File: src/rtl/sram_mem_controller_pkg.sv
// Shared definitions for the MEM-stage SRAM controller.
//   state_e      : controller state encoding (also visible on the debug port)
//   DEF_*        : default address map / SRAM geometry
//   HALF_W/WORD_W: SRAM and pipeline data widths
//   TIMER_W      : width of the per-phase wait counter (WAIT_CYCLES 0..7)
//   sat_inc      : saturating increment used by the optional statistics
package sram_mem_controller_pkg;

  typedef enum logic [1:0] {
    ST_IDLE = 2'd0,
    ST_LOW  = 2'd1,
    ST_HIGH = 2'd2,
    ST_DONE = 2'd3
  } state_e;

  localparam logic [31:0] DEF_MEM_BASE = 32'd1024;
  localparam int unsigned DEF_SRAM_AW  = 18;
  localparam int unsigned HALF_W       = 16;
  localparam int unsigned WORD_W       = 32;
  localparam int unsigned TIMER_W      = 3;

  function automatic logic [WORD_W-1:0] sat_inc(input logic [WORD_W-1:0] v);
    return (&v) ? v : v + 1'b1;
  endfunction

endpackage

File: src/rtl/sram_mem_controller_timer.sv
// sram_phase_timer: length counter for one halfword phase.
//   clk, rst      : clock, asynchronous active-low reset
//   loadIn        : high in the cycle before a phase starts; loads WAIT_CYCLES
//   lastOut       : current cycle is the final cycle of the phase
//   lastNextOut   : the following cycle will be the final cycle of its phase
module sram_phase_timer
  import sram_mem_controller_pkg::*;
#(
  parameter int unsigned WAIT_CYCLES = 1
) (
  input  logic clk,
  input  logic rst,
  input  logic loadIn,
  output logic lastOut,
  output logic lastNextOut
);

  localparam logic [TIMER_W-1:0] LOAD_VAL = TIMER_W'(WAIT_CYCLES);

  logic [TIMER_W-1:0] cnt_q, cnt_d;

  // Counts down to zero and parks there; zero marks the phase's last cycle.
  always_comb begin
    cnt_d = cnt_q;
    if (loadIn) begin
      cnt_d = LOAD_VAL;
    end else if (cnt_q != '0) begin
      cnt_d = cnt_q - 1'b1;
    end
  end

  always_ff @(posedge clk or negedge rst) begin
    if (!rst) cnt_q <= '0;
    else      cnt_q <= cnt_d;
  end

  assign lastOut     = (cnt_q == '0);
  assign lastNextOut = (cnt_d == '0);

endmodule

File: src/rtl/sram_mem_controller.sv
// sram_mem_controller: runs MEM-stage 32-bit loads/stores as two halfword
// phases (LOW then HIGH) on a 16-bit asynchronous SRAM, stalling the pipeline
// with readyOut=0 while the access is in flight.
// Ports:
//   clk, rst                 : clock, asynchronous active-low reset
//   MEM_R_ENIn, MEM_W_ENIn   : load / store request (store wins if both)
//   addrIn, wrDataIn         : byte address and store data
//   rdDataOut                : last loaded word
//   readyOut                 : 0 = freeze pipeline
//   sramAddrOut, sramDqOut, sramDqIn, sramDqOeOut, sramWeNOut : SRAM pins
//   dbgStateOut              : current controller state
// Optional build macro SRAM_MEM_CONTROLLER_STATS_EN adds statLoadsOut,
// statStoresOut and statStallCyclesOut saturating counters.
//
// Handshake: a request (MEM_R_ENIn|MEM_W_ENIn) seen in IDLE is captured at the
// next rising edge and readyOut drops in that same cycle; the pipeline holds
// its request until it observes readyOut=1, which happens for exactly one
// cycle (DONE). A request still present in the IDLE cycle after DONE is a new
// access.
module sram_mem_controller
  import sram_mem_controller_pkg::*;
#(
  parameter int unsigned WAIT_CYCLES = 1,
  parameter logic [31:0] MEM_BASE    = DEF_MEM_BASE,
  parameter int unsigned SRAM_AW     = DEF_SRAM_AW
) (
  input  logic               clk,
  input  logic               rst,
  input  logic               MEM_R_ENIn,
  input  logic               MEM_W_ENIn,
  input  logic [WORD_W-1:0]  addrIn,
  input  logic [WORD_W-1:0]  wrDataIn,
  output logic [WORD_W-1:0]  rdDataOut,
  output logic               readyOut,
  output logic [SRAM_AW-1:0] sramAddrOut,
  output logic [HALF_W-1:0]  sramDqOut,
  input  logic [HALF_W-1:0]  sramDqIn,
  output logic               sramDqOeOut,
  output logic               sramWeNOut,
  output state_e             dbgStateOut
`ifdef SRAM_MEM_CONTROLLER_STATS_EN
  ,
  output logic [WORD_W-1:0]  statLoadsOut,
  output logic [WORD_W-1:0]  statStoresOut,
  output logic [WORD_W-1:0]  statStallCyclesOut
`endif
);

  state_e state_q, state_d;

  logic               req;
  logic [SRAM_AW-2:0] hw_in;
  logic               capture, phase_load, phase_last, phase_last_next;

  logic [SRAM_AW-2:0] hw_q, hw_d;
  logic [WORD_W-1:0]  data_q, data_d;
  logic               wr_q, wr_d;
  logic [WORD_W-1:0]  rd_q, rd_d;
  logic [SRAM_AW-1:0] saddr_q, saddr_d;
  logic [HALF_W-1:0]  dq_q, dq_d;
  logic               oe_q, oe_d;
  logic               wen_q, wen_d;

  assign req   = MEM_R_ENIn | MEM_W_ENIn;
  // Word slot within the SRAM: (addr - base) / 4, wrapping modulo the array.
  assign hw_in = (SRAM_AW-1)'((addrIn - MEM_BASE) >> 2);

  sram_phase_timer #(.WAIT_CYCLES(WAIT_CYCLES)) u_timer (
    .clk         (clk),
    .rst         (rst),
    .loadIn      (phase_load),
    .lastOut     (phase_last),
    .lastNextOut (phase_last_next)
  );

  // State register
  always_ff @(posedge clk or negedge rst) begin
    if (!rst) state_q <= ST_IDLE;
    else      state_q <= state_d;
  end

  // Next state
  always_comb begin
    state_d = state_q;
    unique case (state_q)
      ST_IDLE: if (req)        state_d = ST_LOW;
      ST_LOW:  if (phase_last) state_d = ST_HIGH;
      ST_HIGH: if (phase_last) state_d = ST_DONE;
      ST_DONE:                 state_d = ST_IDLE;
      default:                 state_d = ST_IDLE;
    endcase
  end

  // FSM outputs
  always_comb begin
    readyOut   = 1'b0;
    capture    = 1'b0;
    phase_load = 1'b0;
    unique case (state_q)
      ST_IDLE: begin
        readyOut   = !req;
        capture    = req;
        phase_load = req;
      end
      ST_LOW:  phase_load = phase_last;
      ST_DONE: readyOut   = 1'b1;
      default: ;
    endcase
  end

  // Request capture; a store wins when both enables are high.
  always_comb begin
    hw_d   = hw_q;
    data_d = data_q;
    wr_d   = wr_q;
    if (capture) begin
      hw_d   = hw_in;
      data_d = wrDataIn;
      wr_d   = MEM_W_ENIn;
    end
  end

  // Pin values are registered from the upcoming state so each phase starts
  // with stable address/data. WE_N stays low for all but the last phase
  // cycle (hold time), except with zero wait states where it pulses once.
  always_comb begin
    saddr_d = saddr_q;
    dq_d    = dq_q;
    oe_d    = 1'b0;
    wen_d   = 1'b1;
    if (state_d == ST_LOW) begin
      saddr_d = {hw_d, 1'b0};
      if (wr_d) dq_d = data_d[HALF_W-1:0];
    end else if (state_d == ST_HIGH) begin
      saddr_d = {hw_d, 1'b1};
      if (wr_d) dq_d = data_d[WORD_W-1:HALF_W];
    end
    if (state_d != ST_IDLE) oe_d = wr_d;
    if ((state_d == ST_LOW || state_d == ST_HIGH) && wr_d &&
        (WAIT_CYCLES == 0 || !phase_last_next)) begin
      wen_d = 1'b0;
    end
  end

  // Load data is sampled on the last cycle of each read phase.
  always_comb begin
    rd_d = rd_q;
    if (phase_last && !wr_q) begin
      if (state_q == ST_LOW)       rd_d[HALF_W-1:0]      = sramDqIn;
      else if (state_q == ST_HIGH) rd_d[WORD_W-1:HALF_W] = sramDqIn;
    end
  end

  always_ff @(posedge clk or negedge rst) begin
    if (!rst) begin
      hw_q    <= '0;
      data_q  <= '0;
      wr_q    <= 1'b0;
      rd_q    <= '0;
      saddr_q <= '0;
      dq_q    <= '0;
      oe_q    <= 1'b0;
      wen_q   <= 1'b1;
    end else begin
      hw_q    <= hw_d;
      data_q  <= data_d;
      wr_q    <= wr_d;
      rd_q    <= rd_d;
      saddr_q <= saddr_d;
      dq_q    <= dq_d;
      oe_q    <= oe_d;
      wen_q   <= wen_d;
    end
  end

  assign rdDataOut   = rd_q;
  assign sramAddrOut = saddr_q;
  assign sramDqOut   = dq_q;
  assign sramDqOeOut = oe_q;
  assign sramWeNOut  = wen_q;
  assign dbgStateOut = state_q;

`ifdef SRAM_MEM_CONTROLLER_STATS_EN
  logic [WORD_W-1:0] loads_q, loads_d, stores_q, stores_d, stall_q, stall_d;

  always_comb begin
    loads_d  = loads_q;
    stores_d = stores_q;
    stall_d  = stall_q;
    if (state_q == ST_DONE) begin
      if (wr_q) stores_d = sat_inc(stores_q);
      else      loads_d  = sat_inc(loads_q);
    end
    if (!readyOut) stall_d = sat_inc(stall_q);
  end

  always_ff @(posedge clk or negedge rst) begin
    if (!rst) begin
      loads_q  <= '0;
      stores_q <= '0;
      stall_q  <= '0;
    end else begin
      loads_q  <= loads_d;
      stores_q <= stores_d;
      stall_q  <= stall_d;
    end
  end

  assign statLoadsOut       = loads_q;
  assign statStoresOut      = stores_q;
  assign statStallCyclesOut = stall_q;
`endif

endmodule
File: config.mk
export PLATFORM = sky130hd
export DESIGN_NAME = sram_mem_controller
export DESIGN_NICKNAME = d
export VERILOG_FILES = /design/src/rtl/sram_mem_controller_pkg.sv /design/src/rtl/sram_mem_controller_timer.sv /design/src/rtl/sram_mem_controller.sv
export SDC_FILE = /design/constraint.sdc
export NUM_CORES = 1
export LEC_CHECK = 0
export ABC_AREA = 1
export CORE_AREA = 4 4 109 111
export CTS_BUF_LIST = sky130_fd_sc_hd__clkbuf_8
export DETAILED_ROUTE_END_ITERATION = 8
export DIE_AREA = 0 0 113 115
export PLACE_DENSITY = 0.82
export SETUP_SLACK_MARGIN = 0.15
export SLEW_MARGIN = 40
export SYNTH_ARGS = -nofsm -noshare
export SYNTH_HDL_FRONTEND = slang
export SYNTH_HIERARCHICAL = 1
export SYNTH_SLANG_ARGS = --single-unit
File: constraint.sdc
create_clock -name clk -period 4.8 [get_ports clk]
set_clock_uncertainty 0.15 [all_clocks]
set_input_delay 0.48 -clock clk [delete_from_list [all_inputs] [get_ports clk]]
set_output_delay 0.48 -clock clk [all_outputs]
set_load 0.1 [all_outputs]
==> results by group <==
Run status
  • Outcome: finished, final reports clean

Timing
  • Fin. Hold Viols: 0
  • Setup Viol. Count Final: 0
  • Worst slew pin tran: a little under 800 ps
  • Setup TNS: 0 ps
  • Slew Viols, Final: 0
  • Final Cycle Share: between 70% and 80%
  • Timing-limited maximum frequency: 287 MHz
  • Final period demand of the worst path: around 3500 ps
  • RSZ-0062 raised after global routing: no
  • Worst slew margin: between 40 and 50%

Yosys
  • Top cell type's share of synthesized area: ~58%
  • Number of enable flip-flop cells after synthesis: 0
  • Post-synthesis instance area: roughly 0.0053 mm^2
  • Most frequent cell after synthesis: nand2_1
  • Sequential share of the synthesized area: about 58%
  • Fraction of registers with async set/reset: 100%
  • Mapped Cells: 622
  • Synth area leader: dfrtp_1
  • Commonest cells in the netlist: nand2_1 (296), dfrtp_1 (122), inv_1 (44)
  • Main synth FF type: dfrtp_1
  • Syn_nets: just over 700
  • Netlist cell types: 33
  • #FFs+latches synth: between 100 and 150
  • Synth area leaders: dfrtp_1 (58%), nand2_1 (21%), o21ai_0 (3.5%), inv_1 (3.1%), ha_1 (2.6%)
  • Mapped Avg Cell Area: about 8.5 um^2
  • Syn. warnings: 6

Finish
  • Multi-input gate area: slightly below 0.002 mm^2
  • Fin nets: around 850
  • Area growth syn-to-layout: 29.2%
  • Share of cells above drive strength 1: 16.5%
  • Layout Utilization: around 64%
  • # diodes: 0
  • Fillers: a little over 900
  • Seq. cell area: between 0.003 and 0.004 mm^2

Global route
  • Initial antenna violation count: 0
  • Total global-route track usage: about a fifth
  • Vias in the first global route: 4,606
  • Maximum number of pins on one net before global-route repair: between 80 and 90
  • Gr ovfl total: 0
  • Global-route wire length before repair: 21.4 mm

Critical path
  • Critical Path, Cell by Cell: inv_1, ha_1, inv_1, o211ai_1, a22oi_1, inv_1, ha_1, inv_2, nand3b_1, nand2_4, inv_2, nand2_1, nand2_1
  • Arrival time of the worst setup path: between 3000 and 4000 ps
  • Kind of critical path: reg -> reg
  • Top cell by count, worst path: inv_1
  • Slowest stage delay, CP: ~660 ps
  • Crit path launch type: register
  • Worst Path Required: roughly 5000 ps
  • Slowest cell on crit path: ha_1
  • Crit path max fanout: 18
  • Crit. End Element: register

CTS
  • Worst skew pair latency: ~420 ps
  • Inserted Clock Buffers: 17
  • TritonCTS clock tree: yes
  • Clock transition at the registers of the reported paths: ~70 ps
  • H-Tree Depth: 4
  • Post_cts resized: 0
  • CTS Root Cell: clkbuf_8
  • Post-CTS Setup Bufs: 0
  • Buffer depth of the longest clock path: 2
  • Clk sinks: roughly 120
  • Hold_buf cts: 1

Routing
  • Wire per inst: between 10 and 15 um
  • DR DRC count: 0
  • Routed Antenna Nets: 0
  • Vias: 4,434
  • Final WL: around 13 mm
  • TritonRoute pass-1 iters: 4
  • Via density: 4.87
  • 1st-iter DRT viols: 197

Placed design
  • IO buf count: between 100 and 150
  • Final HPWL DP: ~8.7 mm
  • Final weighted congestion in routability-driven placement: 0.803

Min path
  • HP Class: reg -> reg

Floorplanning
  • Die Wd: 113 um
  • Overall die height: approximately 120 um
  • Die area: between 0.01 and 0.015 mm^2
  • Core area: between 0.01 and 0.015 mm^2
  • Initial Util: between 40% and 50%
  • Rows: 38
  • Io pins: 155

Flow run
  • Max_cap viols: 0
-- sequential cells by signal, summed over array words and instances, names as in the netlist --
| signal | count |
|---|---|
| u_timer/cnt_q | 3 |
| dbgStateOut | 2 |
| wr_q | 1 |
| sramAddrOut | 18 |
| sramWeNOut | 1 |
| hw_q | 17 |
| data_q | 32 |
| sramDqOut | 16 |
| rdDataOut | 32 |
| sramDqOeOut | 1 |
-- worst paths after layout --
path / slack [ps] / startpoint / cells after the start / to
worst max-delay path: 1320 / dbgStateOut[1] / 13 / sramDqOut[12]
worst min-delay path: 320 / sramDqOut[15] / 2 / sramDqOut[15]
worst max register to register: 1320 / dbgStateOut[1] / 13 / sramDqOut[12]
worst min register to register: 320 / sramDqOut[15] / 2 / sramDqOut[15]
max in group asynchronous: 3000 / rst / 3 / data_q[9]
min in group asynchronous: 490 / rst / 2 / rdDataOut[22]
-- critical path: cells and delay by family, from the launching register on --
family,cells,cell delay (ps)
AND/OR/NAND/NOR,4,570
flip-flops,1,440
buffers and inverters,5,970
adder cells (fa/ha/maj),2,910
AO/OA/AOI/OAI,2,360
-- metrics by stage --
| step | area, um^2 | hold slack (ps) | std cells | worst slack, ps |
|---|---|---|---|---|
| 2_1_floorplan | 5310 | 34.4 | 622 | 1420 |
| 3_3_place_gp | 6760 | 308 | 879 | 1140 |
| 3_5_place_dp | 6420 | 306 | 879 | 1050 |
| 4_1_cts | 6860 | 323 | 911 | 1300 |
| 5_1_grt | 6860 | 343 | 911 | 941 |
| 6_report | 6860 | 322 | 911 | 1320 |
-- cell usage in the layout, fill, tap and decap left out, types with 4 or more instances in the layout --
master / Yosys / final
nor2_2: 4 / 4
o21ai_0: 37 / 37
nand2_1: 296 / 296
inv_1: 44 / 46
nand3_1: 17 / 15
nor2_1: 20 / 20
a31oi_1: 9 / 9
clkbuf_8: 0 / 24
inv_2: 6 / 6
buf_2: 5 / 71
dfrtp_1: 122 / 122
ha_1: 11 / 11
and2_1: 4 / 4
or2_1: 4 / 4
clkdlybuf4s50_1: 0 / 67
-- metal layers --
layer / vias up / GRT usage (%) / wire length, um
li1: 2187 / - / -
met1: 2086 / 24.8 / 5280
met2: 139 / 33.4 / 5970
met3: 22 / 8.21 / 1130
met4: 0 / 7.45 / 184
met5: - / 0 / 0
-- kinds of logic (layout without fill, tap and decap cells) --
| logic type | Yosys count | count (layout) | share of synthesized area (%) |
|---|---|---|---|
| adders and majority gates | 11 | 11 | 2.59 |
| buffers and inverters | 74 | 223 | 6.20 |
| xor gates and xnor gates | 1 | 1 | 0.165 |
| DFF | 123 | 123 | 58.0 |
| AOI/OAI and AO/OA | 58 | 58 | 5.96 |
| and+or+nand+nor | 355 | 355 | 27.1 |
-- layout make-up --
type	instances	area share [%]
clock buffers	23	4.61
multi-input cells	425	28.0
clock inverters	8	1.68
flip-flops and latches	123	44.9
repair buffers	142	15.5
inverters	50	2.74
well taps	140	2.55
Power is left out: the tool's default activity adds up to more than one toggle a clock period on the data nets, which glitch-free logic cannot reach.
